[src/rtl/microcpu_pkg.sv]
// microcpu_pkg: shared widths and writeback requester ids
package microcpu_pkg;
  localparam int DATA_W = 16;
  localparam int ADDR_W = 5;
  localparam logic SRC_ALU = 1'b0;
  localparam logic SRC_LOAD = 1'b1;
endpackage

[src/rtl/rr_arb2.sv]
// rr_arb2: combinational 2-way round-robin grant, favouring the side not granted last
import microcpu_pkg::*;
module rr_arb2 (
  input  logic [1:0] valid,
  input  logic       last_grant,
  input  logic       block,
  output logic [1:0] grant
);
  always_comb grant = block ? 2'b00 : (&valid) ? (last_grant ? 2'b01 : 2'b10) : valid;
endmodule

[src/rtl/regfile_write_arbiter.sv]
// regfile_write_arbiter: shares the register-file write port between ALU and load writeback
import microcpu_pkg::*;
module regfile_write_arbiter #(
  parameter int DATA_W = microcpu_pkg::DATA_W,
  parameter int ADDR_W = microcpu_pkg::ADDR_W
) (
  input  logic              clk,
  input  logic              rst_n,
  input  logic              stall,
  input  logic              req0_valid,
  input  logic [ADDR_W-1:0] req0_dest,
  input  logic [DATA_W-1:0] req0_data,
  output logic              req0_ready,
  input  logic              req1_valid,
  input  logic [ADDR_W-1:0] req1_dest,
  input  logic [DATA_W-1:0] req1_data,
  output logic              req1_ready,
  output logic              rf_we,
  output logic [ADDR_W-1:0] rf_dest,
  output logic [DATA_W-1:0] rf_data,
  output logic              rf_src,
  output logic [15:0]       wr_count
);
  logic       last_grant;
  logic [1:0] grant;
  // reset blocks grants so nothing is accepted that reset would drop
  rr_arb2 u_arb (
    .valid     ({req1_valid, req0_valid}),
    .last_grant(last_grant),
    .block     (stall | ~rst_n),
    .grant     (grant)
  );
  assign req0_ready = grant[0];
  assign req1_ready = grant[1];
  always_ff @(posedge clk) begin
    if (!rst_n) begin
      rf_we      <= 1'b0;
      rf_dest    <= '0;
      rf_data    <= '0;
      rf_src     <= SRC_ALU;
      wr_count   <= '0;
      last_grant <= SRC_LOAD;
    end else begin
      rf_we <= |grant;
      if (|grant) begin
        rf_dest    <= grant[1] ? req1_dest : req0_dest;
        rf_data    <= grant[1] ? req1_data : req0_data;
        rf_src     <= grant[1] ? SRC_LOAD : SRC_ALU;
        last_grant <= grant[1] ? SRC_LOAD : SRC_ALU;
        wr_count   <= wr_count + 16'd1;
      end
    end
  end
endmodule

[config.mk]
export PLATFORM = sky130hd
export DESIGN_NAME = regfile_write_arbiter
export DESIGN_NICKNAME = d
export VERILOG_FILES = /design/src/rtl/microcpu_pkg.sv /design/src/rtl/rr_arb2.sv /design/src/rtl/regfile_write_arbiter.sv
export SDC_FILE = /design/constraint.sdc
export NUM_CORES = 1
export LEC_CHECK = 0
export ABC_AREA = 1
export CORE_ASPECT_RATIO = 0.9
export CORE_MARGIN = 4
export CORE_UTILIZATION = 34
export CTS_CLUSTER_SIZE = 24
export DETAILED_ROUTE_END_ITERATION = 16
export MAX_ROUTING_LAYER = met4
export PLACE_DENSITY_LB_ADDON = 0.1
export SYNTH_ARGS = -nofsm -noshare
export SYNTH_HDL_FRONTEND = slang
export SYNTH_HIERARCHICAL = 1
export SYNTH_SLANG_ARGS = --single-unit
[constraint.sdc]
create_clock -name clk -period 2.32 [get_ports clk]
set_clock_uncertainty 0.05 [all_clocks]
set_input_delay 0.348 -clock clk [delete_from_list [all_inputs] [get_ports clk]]
set_output_delay 0.348 -clock clk [all_outputs]
set_load 0.01 [all_outputs]
Word level (Yosys, flattened, before mapping)
Index checks and enable logic that the tools add are counted.
{"block": "totals", "ff_bits": 40, "elab_cells": 17}
{"block": "classes", "add_sub_neg": 1, "n_mux": 6, "n_bitwise": 2, "reduce_logical": 2}
{"operator": "adder 16 x 1 -> 16 bit, second input constant", "n": 1}
{"operator": "2-to-1 mux 16 bit", "n": 1}
{"operator": "2-to-1 mux 2 bit", "n": 3}
{"operator": "2-to-1 mux 5 bit", "n": 1}
{"operator": "AND reduction 2 bit", "n": 1}
{"operator": "OR reduction 2 bit", "n": 1}
{"operator": "2-to-1 mux 1 bit", "n": 1}
{"operator": "inverter 1 bit", "n": 1}
{"operator": "bitwise OR 1 bit", "n": 1}

Depth between registers and ports, before layout
Gate-level depths: netlist (run 1).
{"block": "depth", "depth_word": 4, "mapped_depth": 15, "ltp_nobuf": 12}

By module
The synthesis (run 1) kept the hierarchy.
{"module": "regfile_write_arbiter", "n_inst": 1, "cells_each": 266, "area_per_inst_um2": 1859.3}
{"module": "rr_arb2", "n_inst": 1, "cells_each": 9, "area_per_inst_um2": 33.8}

Worst setup path after synthesis (run 1)
OpenSTA, ideal clock, no wires.
{"block": "synth_path", "kind": "input to register", "start": "in rst_n", "end": "reg wr_count[12]", "setup_ns": 0.115, "arrival_ns": 1.931, "path_slack_ns": 0.224, "stages": 13, "n_path_buf": 1, "cell_sequence": "clkbuf_2 inv_2 or2_2 inv_2 nand2_1 nor2_1 nor2_8 nor2_2 inv_1 nor2_2 nand3_1 nand2_1 nor2_1"}
{"block": "synth_between", "elab_chain_cells": 4}
{"item": "start: declaration", "line": "regfile_write_arbiter.sv:8", "text": "input logic rst_n,"}
{"item": "inverter 1 bit", "line": "regfile_write_arbiter.sv:30", "text": ".block (stall | ~rst_n),"}
{"item": "bitwise OR 1 bit", "line": "regfile_write_arbiter.sv:30"}
{"item": "2-to-1 mux 2 bit", "line": "rr_arb2.sv:9", "text": "always_comb grant = block ? 2'b00 : (&valid) ? (last_grant ? 2'b01 : 2'b10) : valid;"}
{"item": "named net req0_ready", "line": "regfile_write_arbiter.sv:13", "text": "output logic req0_ready,"}
{"item": "OR reduction 2 bit", "line": "regfile_write_arbiter.sv:45", "text": "if (|grant) begin"}
{"item": "end signal: assignment", "line": "regfile_write_arbiter.sv:50", "text": "wr_count <= wr_count + 16'd1;"}
{"item": "end: declaration", "line": "regfile_write_arbiter.sv:22", "text": "output logic [15:0] wr_count"}
The timed path passes the listed nets, and every way through them passes these cells.
A chain may end at the register's enable or synchronous reset.

Final worst setup path (run 1)
{"block": "layout_path", "start": "in rst_n", "end": "out req0_ready"}
{"block": "layout_between", "elab_chain_cells": 3}
{"item": "inverter 1 bit", "line": "regfile_write_arbiter.sv:30"}
{"item": "bitwise OR 1 bit", "line": "regfile_write_arbiter.sv:30"}
{"item": "2-to-1 mux 2 bit", "line": "rr_arb2.sv:9"}
{"item": "end: declaration", "line": "regfile_write_arbiter.sv:13"}
No other way between the ends.

==> metrics.txt, run 1 <==
# TYPE chip_impl_metric gauge
chip_impl_metric{name="place_ws",unit="ns"} -0.0638
chip_impl_metric{name="fin_crit_sh",unit="%"} 90.5
chip_impl_metric{name="drt-total-wl",unit="µm"} 5200
chip_impl_metric{name="finalWorstPathRequiredPeriod",unit="ns"} 2.10
chip_impl_metric{name="final_design_area_no_fill",unit="µm²"} 2980
chip_impl_metric{name="viasPerCell",unit=""} 4.51
chip_impl_info{name="timing.critical_path.to_type",value="primary output"} 1
chip_impl_metric{name="global_route_wire_length_before_repair",unit="µm"} 8310
chip_impl_metric{name="filler_cell_count",unit=""} 532
chip_impl_metric{name="largest_net_degree_at_the_start_of_global_routing",unit=""} 33
chip_impl_metric{name="syn_area",unit="µm²"} 1890
chip_impl_metric{name="power.sequential.fraction",unit="%"} 45.6
chip_impl_metric{name="via_count",unit=""} 1966
chip_impl_metric{name="gp_congestion",unit=""} 0.864
chip_impl_metric{name="detail-route-antenna-nets",unit=""} 0
chip_impl_metric{name="clock_path_buffers",unit=""} 2
chip_impl_metric{name="overflow_after_grt",unit=""} 0
chip_impl_metric{name="mean_instance_size_in_the_synthesized_netlist",unit="µm²"} 6.88
chip_impl_metric{name="ys_seq_area_share",unit="%"} 42.3
chip_impl_metric{name="syn_to_final_growth",unit="%"} 57.6
chip_impl_metric{name="timing.fmax",unit="MHz"} 476
chip_impl_metric{name="netlist_instances",unit=""} 275
chip_impl_info{name="critPathLaunchType",value="primary input"} 1
chip_impl_info{name="yosys_most_used_dff",value="sky130_fd_sc_hd__dfxtp_1"} 1
chip_impl_info{name="cts-root-buf",value="sky130_fd_sc_hd__clkbuf_8"} 1
chip_impl_metric{name="share_comb_of_total_power",unit="%"} 14.9
chip_impl_info{name="cpMostUsedCell",value="sky130_fd_sc_hd__inv_2"} 1
chip_impl_metric{name="worstPathArrival",unit="ns"} 1.70
chip_impl_metric{name="setup-violations-final",unit=""} 0
chip_impl_metric{name="cts_max_level",unit=""} 2
chip_impl_metric{name="die-height",unit="µm"} 78.8
chip_impl_info{name="critical_path_class",value="primary input to primary output"} 1
chip_impl_metric{name="power.net_switching",unit="W"} 0.000355
chip_impl_metric{name="slew_violations",unit=""} 0
chip_impl_metric{name="ctsHoldBuffers",unit=""} 0
chip_impl_metric{name="initial_utilization",unit="%"} 35.6
chip_impl_metric{name="crit_path_max_incr_delay",unit="ns"} 0.49
chip_impl_metric{name="ys_async_sr_fraction",unit="%"} 0
chip_impl_metric{name="flop_and_latch_count_out_of_synthesis",unit=""} 40
chip_impl_metric{name="p_int",unit="W"} 0.00123
chip_impl_metric{name="cts.clk_slew.worst_paths",unit="ns"} 0.08
chip_impl_metric{name="finalHoldViolations",unit=""} 0
chip_impl_metric{name="leakagePower",unit="nW"} 1.25
chip_impl_metric{name="relSlewSlack",unit="%"} 73.4
chip_impl_metric{name="clock_latency",unit="ns"} 0.29
chip_impl_metric{name="max_cap_violations",unit=""} 0
chip_impl_metric{name="crit_fanout",unit=""} 2
chip_impl_info{name="rsz0062_at_grt",value="false"} 1
chip_impl_metric{name="die_area",unit="µm²"} 6830
chip_impl_metric{name="synth.distinct_cells",unit=""} 25
chip_impl_metric{name="clock_power_share",unit="%"} 39.5
chip_impl_metric{name="grt_use_total",unit="%"} 15.7
chip_impl_info{name="outcome",value="complete, no violations"} 1
chip_impl_metric{name="synth_warnings",unit=""} 6
chip_impl_metric{name="rows",unit=""} 25
chip_impl_metric{name="buffer_ports.inserted",unit=""} 87
chip_impl_metric{name="core_area",unit="µm²"} 5320
chip_impl_metric{name="hpwl_detailed",unit="µm"} 3830
chip_impl_metric{name="worst-slew-pin-transition",unit="ns"} 0.398
chip_impl_metric{name="fin_nets",unit=""} 416
chip_impl_metric{name="cell_area_after_placement",unit="µm²"} 2860
chip_impl_metric{name="post_route_cells_drive_above_1_share",unit="%"} 7.59
chip_impl_metric{name="chipWidth",unit="µm"} 86.7
chip_impl_metric{name="postLayoutSetupSlackWorst",unit="ns"} 0.221
chip_impl_metric{name="power.ir.vdd_worst",unit="V"} 0.000316
chip_impl_metric{name="numCtsBuffers",unit=""} 5
chip_impl_metric{name="num_clock_sinks",unit=""} 40
chip_impl_metric{name="power_per_cell_area",unit="nW/µm²"} 532
chip_impl_metric{name="boundaryPins",unit=""} 88
chip_impl_info{name="slowest_stage",value="sky130_fd_sc_hd__clkdlybuf4s50_1"} 1
chip_impl_metric{name="syn_nets",unit=""} 323
chip_impl_info{name="clock_tree_from_tritoncts",value="yes"} 1
chip_impl_info{name="timing.critical_path.cells",value="clkdlybuf4s50_1, inv_2, or2_2, inv_2, nand2_1, nor2_1, dlygate4sd2_1"} 1
chip_impl_metric{name="antenna_cells",unit=""} 0
chip_impl_metric{name="via_count_of_the_first_global_routing_pass",unit=""} 1817
chip_impl_info{name="hold_path_class",value="register to register"} 1
chip_impl_metric{name="cp.required",unit="ns"} 1.92
chip_impl_metric{name="power_switching_share",unit="%"} 22.4
chip_impl_metric{name="drc_errors",unit=""} 0
chip_impl_metric{name="drt_iter0_drc",unit=""} 85
chip_impl_metric{name="grt_antenna_before_repair",unit=""} 0
chip_impl_metric{name="first_pass_iters",unit=""} 4
chip_impl_metric{name="synth_edf_count",unit=""} 0
chip_impl_metric{name="avgRoutedWirePerCell",unit="µm"} 11.9
## placed cells by master, fill, tap and decap left out, drive strengths merged
cell type      count
a211oi             1
a21oi             10
a31oi              1
buf                9
bufinv             1
clkbuf             7
clkdlybuf4s50     85
dfxtp             40
dlygate4sd2        2
ha                 1
inv               34
mux2i              8
nand2             87
nand3             31
nand4              1
nor2              32
nor3               3
o21ai             13
o21bai             1
or2                1
xor2               1
## power groups by stage
stage	combinational [W]	clock [W]	sequential, W
final	0.000237	0.000626	0.000724
after global placement	0.000240	0	0.000739
after detailed placement	0.000239	0	0.000740
after floorplan	0.0000817	0	0.000750
after global routing	0.000259	0.000672	0.000728
after CTS	0.000240	0.000643	0.000724
## timing repair
item,CTS,global route
setup endpoints to repair,2,0
hold endpoints to repair,0,0
resized for setup,2,0
setup buffers,0,0
## cell usage after synthesis (2+ instances only)
library cell	n	area, µm²
sky130_fd_sc_hd__nand2_1	87	327
sky130_fd_sc_hd__dfxtp_1	40	801
sky130_fd_sc_hd__inv_1	31	116
sky130_fd_sc_hd__nand3_1	31	155
sky130_fd_sc_hd__nor2_1	26	97.6
sky130_fd_sc_hd__o21ai_0	13	65.1
sky130_fd_sc_hd__a21oi_1	10	50.1
sky130_fd_sc_hd__mux2i_1	8	80.1
sky130_fd_sc_hd__clkbuf_1	4	15.0
sky130_fd_sc_hd__buf_4	3	22.5
sky130_fd_sc_hd__inv_2	3	11.3
sky130_fd_sc_hd__nor2_2	3	18.8
sky130_fd_sc_hd__nor3_1	3	15.0
sky130_fd_sc_hd__nor2_4	2	22.5
## path summary, 6_finish.rpt
check                  start          end  slack (ns)  depth (start not counted)
setup / recovery       rst_n   req0_ready        0.22                          7
hold / removal        rf_src       rf_src        0.42                          2
setup reg to reg  last_grant  rf_data[11]        0.77                         10
hold reg to reg       rf_src       rf_src        0.42                          2
## flip-flops by register name, indices dropped and copies added, names as in the netlist
signal,cells
rf_data,16
rf_src,1
wr_count,16
rf_dest,5
rf_we,1
last_grant,1
## kinds of logic after synthesis
family          Yosys count  share of synthesized area [%]
simple gates            155                           35.3
buf+inv                  44                           9.85
flops                    40                           42.3
compound gates           26                           7.20
mux                       8                           4.23
xor+xnor                  1                          0.463
fa+ha+maj                 1                          0.661
## stage by stage
stage          power [W]  setup TNS, ns  utilization (%)  std cells  hold slack (ns)
3_5_place_dp    0.000979         -0.659             53.8        428            0.416
6_report         0.00159              0             56.1        436            0.419
5_1_grt          0.00166              0             56.1        436            0.454
4_1_cts          0.00161              0             56.1        436            0.429
3_3_place_gp    0.000979        -0.0932             53.8        428            0.412
2_1_floorplan   0.000831              0                -        275            0.402
## layer usage
layer | wire length, µm | up-vias | global-route usage, %
met5 | 0 | - | -
li1 | - | 1052 | -
met1 | 2550 | 847 | 21.4
met2 | 2220 | 60 | 22.9
met4 | 63 | 0 | 4.36
met3 | 364 | 7 | 4.15
## critical path: cells and delay by family
kind | cells | cell delay (ns)
simple gates | 3 | 0.46
buf+inv | 4 | 0.89
## final cells by class
class	instances	area, µm²	share of cell area (%)
multi-input combinational	191	908	30.5
timing repair buffer	96	936	31.4
clock buffer	7	96.3	3.23
clock inverter	1	30.0	1.01
inverter	34	128	4.28
tap	67	83.8	2.81
sequential	40	801	26.8
Power figures use the tool's default switching activity.
==> run 2: changes to the inputs <==
- SLEW_MARGIN: unset -> 20
==> results of run 2 <==
No change in the layout: final DEF, timing and power equal those of run 1.
==> run 3: changes to the inputs <==
- HOLD_SLACK_MARGIN: unset -> 0.08
- MAX_ROUTING_LAYER: met4 -> unset
- SLEW_MARGIN: 20 -> unset
==> metrics.txt, run 3 (same netlist as run 1, synthesis figures left out) <==
# TYPE chip_impl_metric gauge
chip_impl_metric{name="avgRoutedWirePerCell",unit="µm"} 11.9
chip_impl_info{name="cpLargestDelayFamily",value="buffers and inverters"} 1
chip_impl_info{name="outcome",value="complete, no violations"} 1
chip_impl_info{name="critical_path_class",value="primary input to primary output"} 1
chip_impl_metric{name="cts_max_level",unit=""} 2
chip_impl_metric{name="crit_fanout",unit=""} 2
chip_impl_metric{name="crit_buf_inv",unit=""} 4
chip_impl_metric{name="multi_input_area",unit="µm²"} 908
chip_impl_metric{name="die_area",unit="µm²"} 6830
chip_impl_metric{name="leakagePower",unit="nW"} 1.25
chip_impl_info{name="cpMostUsedCell",value="sky130_fd_sc_hd__inv_2"} 1
chip_impl_metric{name="place_ws",unit="ns"} -0.0638
chip_impl_metric{name="postLayoutSetupSlackWorst",unit="ns"} 0.222
chip_impl_metric{name="worstPathArrival",unit="ns"} 1.70
chip_impl_metric{name="drt-total-wl",unit="µm"} 5200
chip_impl_metric{name="drt_iter0_drc",unit=""} 86
chip_impl_metric{name="crit_path_max_incr_delay",unit="ns"} 0.49
chip_impl_metric{name="relSlewSlack",unit="%"} 73.2
chip_impl_info{name="cts-root-buf",value="sky130_fd_sc_hd__clkbuf_8"} 1
chip_impl_metric{name="clock_latency",unit="ns"} 0.29
chip_impl_metric{name="max_cap_violations",unit=""} 0
chip_impl_metric{name="fin_crit_sh",unit="%"} 90.4
chip_impl_metric{name="cp.required",unit="ns"} 1.92
chip_impl_metric{name="power.ir.vdd_worst",unit="V"} 0.000316
chip_impl_info{name="hold_path_class",value="register to register"} 1
chip_impl_info{name="timing.critical_path.to_type",value="primary output"} 1
chip_impl_metric{name="grt_use_total",unit="%"} 15.3
chip_impl_metric{name="rows",unit=""} 25
chip_impl_metric{name="detail-route-antenna-nets",unit=""} 0
chip_impl_metric{name="die-height",unit="µm"} 78.8
chip_impl_metric{name="post_route_cells_drive_above_1_share",unit="%"} 7.59
chip_impl_info{name="clock_tree_from_tritoncts",value="yes"} 1
chip_impl_metric{name="num_clock_sinks",unit=""} 40
chip_impl_metric{name="setup-tns-final",unit="ns"} 0
chip_impl_metric{name="fin_nets",unit=""} 416
chip_impl_metric{name="finalWorstPathRequiredPeriod",unit="ns"} 2.10
chip_impl_metric{name="initial_utilization",unit="%"} 35.6
chip_impl_metric{name="gp_congestion",unit=""} 0.850
chip_impl_info{name="slowest_stage",value="sky130_fd_sc_hd__clkdlybuf4s50_1"} 1
chip_impl_metric{name="final_design_area_no_fill",unit="µm²"} 2980
chip_impl_metric{name="numCtsBuffers",unit=""} 5
chip_impl_metric{name="slew_violations",unit=""} 0
chip_impl_metric{name="ctsHoldBuffers",unit=""} 0
chip_impl_metric{name="overflow_after_grt",unit=""} 0
chip_impl_metric{name="hpwl_detailed",unit="µm"} 3830
chip_impl_metric{name="buffer_ports.inserted",unit=""} 87
chip_impl_metric{name="cell_area_after_placement",unit="µm²"} 2860
chip_impl_metric{name="drc_errors",unit=""} 0
chip_impl_info{name="registers_with_the_most_flip_flops",value="rf_data (16), wr_count (16), rf_dest (5)"} 1
chip_impl_metric{name="global_route_wire_length_before_repair",unit="µm"} 8320
chip_impl_metric{name="boundaryPins",unit=""} 88
chip_impl_metric{name="core_area",unit="µm²"} 5320
chip_impl_info{name="mostFrequentLayoutCell",value="sky130_fd_sc_hd__nand2_1"} 1
chip_impl_metric{name="first_pass_iters",unit=""} 4
chip_impl_metric{name="timing.fmax",unit="MHz"} 477
chip_impl_metric{name="cts.clk_slew.worst_paths",unit="ns"} 0.08
chip_impl_metric{name="syn_to_final_growth",unit="%"} 57.6
chip_impl_metric{name="largest_net_degree_at_the_start_of_global_routing",unit=""} 33
chip_impl_metric{name="final-seq-area",unit="µm²"} 801
chip_impl_metric{name="final-instance-count-excl-fill",unit=""} 436
chip_impl_metric{name="viasPerCell",unit=""} 4.52
chip_impl_metric{name="finalHoldViolations",unit=""} 0
chip_impl_info{name="timing.critical_path.cells",value="clkdlybuf4s50_1, inv_2, or2_2, inv_2, nand2_1, nor2_1, dlygate4sd2_1"} 1
chip_impl_metric{name="grt_antenna_before_repair",unit=""} 0
chip_impl_metric{name="setup-violations-final",unit=""} 0
chip_impl_metric{name="power_per_cell_area",unit="nW/µm²"} 532
chip_impl_metric{name="filler_cell_count",unit=""} 532
chip_impl_metric{name="via_count_of_the_first_global_routing_pass",unit=""} 1816
chip_impl_metric{name="chipWidth",unit="µm"} 86.7
chip_impl_info{name="commonest_non_fill_non_tap_cells_in_the_layout",value="87 x sky130_fd_sc_hd__nand2_1, 85 x sky130_fd_sc_hd__clkdlybuf4s50_1, 40 x sky130_fd_sc_hd__dfxtp_1"} 1
chip_impl_info{name="rsz0062_at_grt",value="false"} 1
chip_impl_info{name="critPathLaunchType",value="primary input"} 1
chip_impl_metric{name="via_count",unit=""} 1969
chip_impl_metric{name="worst-slew-pin-transition",unit="ns"} 0.402
chip_impl_metric{name="dp.cells",unit=""} 428
chip_impl_metric{name="antenna_cells",unit=""} 0
chip_impl_metric{name="clock_path_buffers",unit=""} 2
-- run 3: worst reg2reg max path, cell delays in order, from the launching register on --
cell	delay, ns
sky130_fd_sc_hd__dfxtp_1	0.35
sky130_fd_sc_hd__nand2_1	0.06
sky130_fd_sc_hd__inv_1	0.06
sky130_fd_sc_hd__nor2_2	0.04
sky130_fd_sc_hd__buf_4	0.15
sky130_fd_sc_hd__nor2_8	0.19
sky130_fd_sc_hd__buf_4	0.29
sky130_fd_sc_hd__nand2_1	0.09
sky130_fd_sc_hd__nand3_1	0.09
sky130_fd_sc_hd__nand2_1	0.05
sky130_fd_sc_hd__inv_1	0.06
-- run 3: metrics by stage --
stage                     utilization, %  hold slack [ns]  total power, W
after floorplan                        -            0.402        0.000831
after global placement              53.8            0.412        0.000979
after detailed placement            53.8            0.416        0.000979
after CTS                           56.1            0.429         0.00161
after global routing                56.1            0.454         0.00166
final                               56.1            0.419         0.00159
-- run 3: layer usage --
metal  track usage, %  vias up  part of all wire [%]
li1                 -     1052                     -
met4             4.36        0                   1.4
met1             20.5      846                    47
met3             5.71        7                   9.3
met2             22.9       64                    43
met5                0        -                     0
-- run 3: power breakdown --
group / switching (W) / total (W) / internal (W)
Combinational: 0.0000950 / 0.000237 / 0.000141
Sequential: 0.0000139 / 0.000724 / 0.000710
Clock: 0.000246 / 0.000626 / 0.000380
Total: 0.000355 / 0.00159 / 0.00123
-- run 3: cell type report --
cell class              instances  share of cell area, %
flip-flops and latches         40                   26.8
clock inverters                 1                   1.01
inverters                      34                   4.28
clock buffers                   7                   3.23
multi-input cells             191                   30.5
well taps                      67                   2.81
repair buffers                 96                   31.4
-- run 3: path summary, 6_finish.rpt --
path               from          end  slack (ns)  cells past startpoint
max               rst_n   req0_ready        0.22                      7
min              rf_src       rf_src        0.42                      2
min reg2reg      rf_src       rf_src        0.42                      2
max reg2reg  last_grant  rf_data[11]        0.77                     10
-- run 3: timing repair --
action	in CTS	in global routing
buffers inserted	0	0
endpoints found under the setup margin	2	0
gates resized for setup	2	0
